==> config.mk <==
export PLATFORM = sky130hd
export DESIGN_NAME = square_wave_generator
export DESIGN_NICKNAME = d
export VERILOG_FILES = /design/src/rtl/square_wave_generator.sv
export SDC_FILE = /design/constraint.sdc
export NUM_CORES = 1
export LEC_CHECK = 0
export CAP_MARGIN = 20
export CORE_ASPECT_RATIO = 1.2
export CORE_MARGIN = 2
export CORE_UTILIZATION = 58
export CTS_CLUSTER_DIAMETER = 150
export CTS_CLUSTER_SIZE = 8
export DETAILED_ROUTE_END_ITERATION = 10
export GPL_TIMING_DRIVEN = 0
export PLACE_DENSITY = 0.81
export SYNTH_ARGS = -nofsm -noshare
export SYNTH_HDL_FRONTEND = slang
export SYNTH_SLANG_ARGS = --single-unit
export TNS_END_PERCENT = 5
==> constraint.sdc <==
create_clock -name sclk -period 3.9 [get_ports sclk]
set_input_delay 1.17 -clock sclk [delete_from_list [all_inputs] [get_ports sclk]]
set_output_delay 1.17 -clock sclk [all_outputs]
set_load 0.03 [all_outputs]
==> src/rtl/square_wave_generator.sv <==
// ---------------------------------------------------------------------------
// square_wave_generator
//
// Transmit-side counterpart of the rising-edge detection path. Generates a
// programmable square wave on data_out, clocked by sclk, to stimulate and
// loop back into an edge-detect receiver. A one-cycle strobe on edge_tx marks
// every 0->1 transition of data_out, so received edges can be lined up with
// sent edges. A start/busy/done handshake controls each run.
//
// Parameters
//   CNT_W       width of the high/low phase lengths (sclk cycles)
//   NCYC_W      width of the period count; 0 requests a continuous run
//
// Ports
//   sclk        in   1       clock, all logic on the rising edge
//   rst_n       in   1       asynchronous active-low reset
//   start       in   1       one-cycle run request, honoured only when idle
//   high_cnt    in   CNT_W   high-phase length in cycles (0 behaves as 1)
//   low_cnt     in   CNT_W   low-phase length in cycles (0 behaves as 1)
//   num_cycles  in   NCYC_W  number of full periods (0 = continuous)
//   stop        in   1       abort request, honoured while running
//   data_out    out  1       generated square wave (registered)
//   edge_tx     out  1       strobe in the first cycle data_out is 1 after 0
//   busy        out  1       high while in the HIGH or LOW phase
//   done        out  1       one-cycle strobe when a run ends (count or stop)
// ---------------------------------------------------------------------------
module square_wave_generator #(
  parameter int CNT_W  = 16,
  parameter int NCYC_W = 16
) (
  input  logic              sclk,
  input  logic              rst_n,
  input  logic              start,
  input  logic [CNT_W-1:0]  high_cnt,
  input  logic [CNT_W-1:0]  low_cnt,
  input  logic [NCYC_W-1:0] num_cycles,
  input  logic              stop,
  output logic              data_out,
  output logic              edge_tx,
  output logic              busy,
  output logic              done
);

  typedef enum logic [1:0] {
    S_IDLE = 2'd0,
    S_HIGH = 2'd1,
    S_LOW  = 2'd2
  } state_t;

  state_t              r_state;
  state_t              w_state_next;

  // Run parameters captured at start; they stay fixed for the whole run.
  logic [CNT_W-1:0]    r_high_len;
  logic [CNT_W-1:0]    r_low_len;
  logic [NCYC_W-1:0]   r_ncyc;

  // r_phase counts cycles already spent in the current phase (0-based), so
  // the last cycle of a phase of length N is r_phase == N-1. This lets a
  // length of 2^CNT_W-1 be reached without the counter ever wrapping.
  logic [CNT_W-1:0]    r_phase;
  // Completed periods of the current run; free to wrap in continuous mode.
  logic [NCYC_W-1:0]   r_cyc;

  logic                r_data_out;
  logic                r_edge_tx;
  logic                r_busy;
  logic                r_done;

  logic [CNT_W-1:0]    w_high_in;
  logic [CNT_W-1:0]    w_low_in;
  logic                w_high_last;
  logic                w_low_last;
  logic [NCYC_W-1:0]   w_cyc_inc;
  logic                w_run_end;
  logic                w_accept;
  logic                w_period_end;

  logic                w_data_out_next;
  logic                w_edge_tx_next;
  logic                w_busy_next;
  logic                w_done_next;

  // Zero-length phases behave as one cycle.
  assign w_high_in    = (high_cnt == '0) ? CNT_W'(1) : high_cnt;
  assign w_low_in     = (low_cnt  == '0) ? CNT_W'(1) : low_cnt;

  assign w_high_last  = (r_phase == (r_high_len - CNT_W'(1)));
  assign w_low_last   = (r_phase == (r_low_len  - CNT_W'(1)));

  // A counted run ends when the period that is just finishing brings the
  // completed-period count up to the requested number. A request of 0 never
  // matches, which is what makes the run continuous.
  assign w_cyc_inc    = r_cyc + NCYC_W'(1);
  assign w_run_end    = (r_ncyc != '0) && (w_cyc_inc == r_ncyc);

  assign w_accept     = (r_state == S_IDLE) && start;
  assign w_period_end = (r_state == S_LOW) && w_low_last && !stop;

  // -------------------------------------------------------------------------
  // State register, including the registered outputs
  // -------------------------------------------------------------------------
  always_ff @(posedge sclk or negedge rst_n) begin
    if (!rst_n) begin
      r_state    <= S_IDLE;
      r_data_out <= 1'b0;
      r_edge_tx  <= 1'b0;
      r_busy     <= 1'b0;
      r_done     <= 1'b0;
    end else begin
      r_state    <= w_state_next;
      r_data_out <= w_data_out_next;
      r_edge_tx  <= w_edge_tx_next;
      r_busy     <= w_busy_next;
      r_done     <= w_done_next;
    end
  end

  // -------------------------------------------------------------------------
  // Next-state logic. stop takes priority over any phase or period end that
  // falls in the same cycle; start is only looked at when idle, so a stop
  // arriving together with start in IDLE has no effect.
  // -------------------------------------------------------------------------
  always_comb begin
    w_state_next = r_state;
    unique case (r_state)
      S_IDLE: begin
        if (start) begin
          w_state_next = S_HIGH;
        end
      end
      S_HIGH: begin
        if (stop) begin
          w_state_next = S_IDLE;
        end else if (w_high_last) begin
          w_state_next = S_LOW;
        end
      end
      S_LOW: begin
        if (stop) begin
          w_state_next = S_IDLE;
        end else if (w_low_last) begin
          w_state_next = w_run_end ? S_IDLE : S_HIGH;
        end
      end
      default: begin
        w_state_next = S_IDLE;
      end
    endcase
  end

  // -------------------------------------------------------------------------
  // Output logic. Outputs are registered, so their next values are derived
  // from the state being entered. edge_tx fires only on entry into HIGH, and
  // done only on entry into IDLE from a running state; the two can therefore
  // never coincide.
  // -------------------------------------------------------------------------
  always_comb begin
    w_data_out_next = 1'b0;
    w_edge_tx_next  = 1'b0;
    w_busy_next     = 1'b0;
    w_done_next     = 1'b0;
    if (w_state_next == S_HIGH) begin
      w_data_out_next = 1'b1;
      w_edge_tx_next  = (r_state != S_HIGH);
    end
    if (w_state_next != S_IDLE) begin
      w_busy_next = 1'b1;
    end
    if ((r_state != S_IDLE) && (w_state_next == S_IDLE)) begin
      w_done_next = 1'b1;
    end
  end

  // -------------------------------------------------------------------------
  // Run parameters and counters
  // -------------------------------------------------------------------------
  always_ff @(posedge sclk or negedge rst_n) begin
    if (!rst_n) begin
      r_high_len <= '0;
      r_low_len  <= '0;
      r_ncyc     <= '0;
    end else if (w_accept) begin
      r_high_len <= w_high_in;
      r_low_len  <= w_low_in;
      r_ncyc     <= num_cycles;
    end
  end

  // The phase counter restarts on every state change (including entry into
  // HIGH from IDLE) and otherwise advances while a phase is running.
  always_ff @(posedge sclk or negedge rst_n) begin
    if (!rst_n) begin
      r_phase <= '0;
    end else if (w_state_next != r_state) begin
      r_phase <= '0;
    end else if (r_state != S_IDLE) begin
      r_phase <= r_phase + CNT_W'(1);
    end
  end

  always_ff @(posedge sclk or negedge rst_n) begin
    if (!rst_n) begin
      r_cyc <= '0;
    end else if (w_accept) begin
      r_cyc <= '0;
    end else if (w_period_end) begin
      r_cyc <= w_cyc_inc;
    end
  end

  assign data_out = r_data_out;
  assign edge_tx  = r_edge_tx;
  assign busy     = r_busy;
  assign done     = r_done;

endmodule

==> results of run 1 <==
## registers in the layout, summed over array words and instances, names as in the netlist
signal	cells
r_state	2
data_out	1
r_high_len	16
edge_tx	1
r_phase	16
done	1
r_low_len	16
busy	1
r_ncyc	16
r_cyc	16
## critical path, stage by stage (launching register included)
cell	delay, ns
dfrtp_1	0.37
buf_6	0.13
inv_1	0.07
ha_1	0.22
or4b_1	0.43
buf_2	0.17
or3_4	0.39
nor4_2	0.26
a211o_2	0.16
nand4_4	0.19
o21ai_0	0.82
o22ai_1	0.19
## metal layers
layer  GRT usage  routed length [um]  up-vias
met5           0                   0        -
met4       0.171                 595        0
met3      0.0325                 413       43
met2       0.495                7510      115
met1       0.327                5530     2319
li1            -                   -     2284
## cell usage after synthesis (6+ instances only)
library cell,instances
dfrtp_1,86
mux2_2,44
xnor2_1,43
xor2_1,31
nand2_1,30
a21oi_1,29
clkbuf_1,29
nor2_1,21
nor3_1,21
nor4_1,21
nand3_1,19
o21ai_0,18
nand4_1,16
inv_1,15
a211oi_1,11
nand2b_1,11
or3_1,10
or4_1,9
buf_2,7
o22ai_1,7
a31o_2,6
nand4b_1,6
o21ai_1,6
o31ai_1,6
## stage by stage
step	area [um^2]	worst slack [ns]	instances
6_report	6600	0.315	774
2_1_floorplan	5610	0.864	581
3_5_place_dp	6340	0.342	760
3_3_place_gp	6310	-1.37	759
4_1_cts	6600	0.379	774
5_1_grt	6600	0.185	774
## cells by family after synthesis
family	Yosys count	synth area share
AOI/OAI and AO/OA	113	0.135
xor gates and xnor gates	75	0.120
muxes	49	0.0973
adders and majority gates	4	0.00892
and+or+nand+nor	197	0.210
buffers and inverters	57	0.0451
DFF	86	0.384
## report_power, final
part / switching, uW / leakage (uW) / internal, uW / total (uW)
Clock: 350 / 0.000126 / 439 / 789
Combinational: 365 / 0.00123 / 375 / 740
Sequential: 157 / 0.00108 / 1010 / 1170
## layout make-up
class                      instances  area (um^2)
sequential                        86         2150
clock inverter                     4         25.0
multi-input combinational        438         3200
tap                              123          154
timing repair buffer              56          576
buffer                            42          196
inverter                          15         56.3
clock buffer                      10          239
fill                             742         2870
## worst max path at each step
stage	start	endpoint	slack [ns]	cells past startpoint
2_1_floorplan	r_low_len[0]	r_cyc[8]	0.86	12
3_3_place_gp	rst_n	r_cyc[14]	-1.37	1
3_5_place_dp	r_low_len[0]	r_cyc[13]	0.34	11
4_1_cts	r_low_len[0]	r_cyc[13]	0.38	11
5_1_grt	r_low_len[0]	r_cyc[7]	0.19	11
6_report	r_low_len[0]	r_cyc[13]	0.31	11
==> flow_metrics.py, run 1 <==
metrics = {
    "status": {
        "status": "completed",
    },
    "clocking": {
        "h-tree-depth": 3,
        "clockRootBuffer": "clkbuf_16",
        "path_clk_slew_ns": 0.06,
        "numCtsBuffers": 9,
        "cts_setup_buffers": 0,
        "clk-insertion-delay-late_ns": 0.35,
        "post_cts_resized": 0,
        "hold_buffers": 0,
        "cts_tree": "built",
        "cts_sinks": 86,
        "clockBufferDepth": 2,
    },
    "placed_design": {
        "hpwl_um": 10600,
        "place_congestion": 0.937,
        "portBuffers": 55,
    },
    "routing": {
        "route.detailed.drc": 0,
        "postRouteAntennaNets": 0,
        "drt_iter0_markers": 214,
        "drt-pass1-iter-count": 5,
        "wirelength_um": 14100,
        "vias_per_cell": 6.15,
        "vias": 4761,
        "routedWlPerCell_um": 18.2,
    },
    "global_routing": {
        "antenna_found_initial": 0,
        "grt_start_max_net_pins": 45,
        "grt_pass1_vias": 4883,
        "grtUsageTotal": 0.283,
        "grt_pass1_wl_um": 23400,
        "grt-ovfl-total": 0,
    },
    "timing": {
        "tns_ns": 0,
        "fin_crit_ns": 3.59,
        "period_share": 0.919,
        "drv_slew": 0,
        "fmax_ghz": 0.279,
        "rsz0062_at_grt": "false",
        "hold_viol_final": 0,
        "hold_slack_ns": 0.561,
        "finalSetupViolCount": 0,
        "maxSlewHeadroom": 0.362,
        "worst_pin_slew_ns": 0.947,
        "skew_ns": 0.00596,
    },
    "finish": {
        "antenna_cells": 0,
        "final_core_util": 0.697,
        "layout.nets": 704,
        "drive_gt1_frac": 0.140,
        "final_common_cell": "dfrtp_1",
        "layout_common_cells": "86 x dfrtp_1, 54 x clkdlybuf4s50_1, 44 x mux2_2, 43 x xnor2_1, 31 x xor2_1",
        "area_delta_synth_final_pct": 17.7,
    },
    "floorplanning": {
        "placementRows": 39,
        "start_util": 0.592,
        "top_level_ports": 56,
        "die_h_um": 112,
        "die_w_um": 93.8,
        "dieArea_um2": 10500,
        "coreArea_um2": 9470,
    },
    "logic_synthesis": {
        "yosys_warnings": 0,
        "synthArstFlopShare": 1.00,
        "syn_area_per_cell_um2": 9.65,
        "synth_top_area_cell": "dfrtp_1",
        "syn_inst": 581,
        "ys_types": 68,
        "synth-edff-count": 0,
        "synth_area_um2": 5610,
        "synth_seq_cells": 86,
        "synth_nets": 637,
        "synthFlopType": "dfrtp_1",
        "synth_area_leaders": "dfrtp_1 38%, mux2_2 8.8%, xnor2_1 6.7%",
        "ys_seq_area_frac": 0.384,
        "synth_top_area_frac": 0.384,
    },
    "power_and_ir_drop": {
        "leakage_uw": 0.00244,
        "p_per_area_nw_per_um2": 409,
        "fin_total_pwr_uw": 2700,
        "irDropWorstVdd_uv": 252,
    },
    "worst_setup_path": {
        "crit_type": "register to register",
        "end_kind": "register",
        "cp_max_fo": 10,
        "rr_startpoint": "r_low_len[0]",
        "cp.required_ns": 4.08,
        "reg2reg_to": "r_cyc[13]",
        "r2r_cells": 11,
        "r2r_slack_ns": 0.31,
        "cp-start-kind": "register",
        "cp.arrival_ns": 3.77,
    },
    "min_path": {
        "min_to": "r_cyc[0]",
        "min_delay_path_depth": 1,
        "hold_path_class": "register to register",
        "hold_start": "r_cyc[0]",
    },
    "job": {
        "cap_violations": 0,
    },
}
No activity file was read; power rests on OpenSTA's default activity.
==> run 2: changes to the inputs <==
CORE_MARGIN = default   (was 2)
PLACE_DENSITY = 0.89   (was 0.81)
SKIP_CTS_REPAIR_TIMING = 1   (was default)
==> flow_metrics.py, run 2 (same netlist as run 1, synthesis figures left out) <==
metrics = {
    "floorplanning": {
        "dieArea_um2": 10100,
        "placementRows": 38,
        "coreArea_um2": 9220,
        "die_h_um": 110,
        "start_util": 0.608,
        "top_level_ports": 56,
        "die_w_um": 91.8,
    },
    "global_routing": {
        "met1_usage": 0.317,
        "antenna_found_initial": 0,
        "grt_pass1_vias": 4968,
        "grt_pass1_wl_um": 23000,
        "grtUsageTotal": 0.296,
        "globalRouteMet3Util": 0.0574,
        "grt-ovfl-total": 0,
        "gr-max-usage-layer": "met2",
        "grt_start_max_net_pins": 63,
        "grt_util_met2": 0.554,
    },
    "clocking": {
        "clockBufferDepth": 2,
        "numCtsBuffers": 9,
        "cts_tree": "built",
        "cts_sinks": 86,
        "clk-insertion-delay-late_ns": 0.38,
        "path_clk_slew_ns": 0.09,
        "h-tree-depth": 3,
        "clockRootBuffer": "clkbuf_8",
    },
    "power_and_ir_drop": {
        "leakage_uw": 0.00242,
        "irDropWorstVdd_uv": 241,
        "p_sw_uw": 881,
        "p_per_area_nw_per_um2": 404,
        "clockPowerShare": 0.271,
        "seqPwrFrac": 0.442,
        "fin_total_pwr_uw": 2650,
        "p_sw_frac": 0.333,
        "comb_power_share": 0.287,
        "p_int_uw": 1760,
    },
    "finish": {
        "layout.cells.non_filler": 773,
        "final_core_util": 0.711,
        "layout_common_cells": "86 x dfrtp_1, 54 x clkdlybuf4s50_1, 44 x mux2_2, 43 x xnor2_1, 31 x xor2_1",
        "drive_gt1_frac": 0.142,
        "antenna_cells": 0,
        "layout.nets": 704,
        "final_common_cell": "dfrtp_1",
        "area_delta_synth_final_pct": 16.9,
    },
    "routing": {
        "postRouteAntennaNets": 0,
        "vias": 4940,
        "route.detailed.drc": 0,
        "wirelength_um": 14400,
        "drt-pass1-iter-count": 5,
        "vias_per_cell": 6.39,
        "routedWlPerCell_um": 18.7,
        "drt_iter0_markers": 311,
    },
    "timing": {
        "finalSetupViolCount": 0,
        "skew_ns": 0.0145,
        "fmax_ghz": 0.278,
        "drv_slew": 0,
        "fin_crit_ns": 3.60,
        "worst_slack_ns": 0.297,
        "worst_pin_slew_ns": 0.960,
        "period_share": 0.924,
        "rsz0062_at_grt": "false",
        "hold_viol_final": 0,
        "maxSlewHeadroom": 0.354,
    },
    "worst_setup_path": {
        "crit_type": "register to register",
        "cp.required_ns": 4.11,
        "cp.arrival_ns": 3.82,
        "cp-start-kind": "register",
        "cp_max_fo": 10,
        "end_kind": "register",
    },
    "placed_design": {
        "dp.cells": 757,
        "pre_cts_slack_ns": 0.396,
        "place_congestion": 0.925,
        "hpwl_um": 10400,
        "portBuffers": 55,
    },
    "status": {
        "status": "completed",
    },
    "min_path": {
        "hold_path_class": "register to register",
    },
    "job": {
        "cap_violations": 0,
    },
}
==> run 2: final cells by class <==
cell class                 instances  area, um^2
buffer                            42         196
clock buffer                      10         138
clock inverter                     6        85.1
fill                             697        2670
inverter                          15        56.3
multi-input combinational        438        3200
sequential                        86        2150
tap                              120         150
timing repair buffer              56         576
==> run 2: per-layer routing <==
metal	wire, um	share of wire	vias up
met5	0	0	-
met4	497	0.034	0
met3	737	0.051	46
met2	7650	0.53	194
met1	5550	0.38	2426
li1	-	-	2274
==> run 2: path summary, 6_finish.rpt <==
path	start	to	slack (ns)	cells past startpoint
hold / removal	r_ncyc[0]	r_ncyc[0]	0.57	1
max in group asynchronous	rst_n	r_high_len[2]	2.56	2
min in group asynchronous	rst_n	r_low_len[15]	0.70	1
setup reg to reg	r_low_len[0]	r_cyc[13]	0.30	11
setup / recovery	r_low_len[0]	r_cyc[13]	0.30	11
hold reg to reg	r_ncyc[0]	r_ncyc[0]	0.57	1
==> run 2: worst max-delay path, cell delays in order (launching register included) <==
cell and delay [ns]:
dfrtp_1 0.38, buf_6 0.13, inv_1 0.07, ha_1 0.23, or4b_1 0.43, buf_2 0.18, or3_4 0.39, nor4_2 0.26
a211o_2 0.16, nand4_4 0.18, o21ai_0 0.83, o22ai_1 0.19
==> run 2: power groups by stage <==
stage / registers [uW] / clock network [uW] / logic [uW]
floorplan: 1150 / 0 / 529
global placement: 1180 / 0 / 700
detailed placement: 1180 / 0 / 738
CTS: 1170 / 724 / 750
global route: 1190 / 758 / 817
finish: 1170 / 717 / 759
==> run 2: metrics by stage <==
stage	setup TNS [ns]	hold WS, ns	area [um^2]
final	0	0.565	6560
after global routing	0	0.573	6560
after CTS	0	0.568	6560
after detailed placement	0	0.543	6330
after global placement	-112.50	0.535	6310
after floorplan	0	0.505	5610
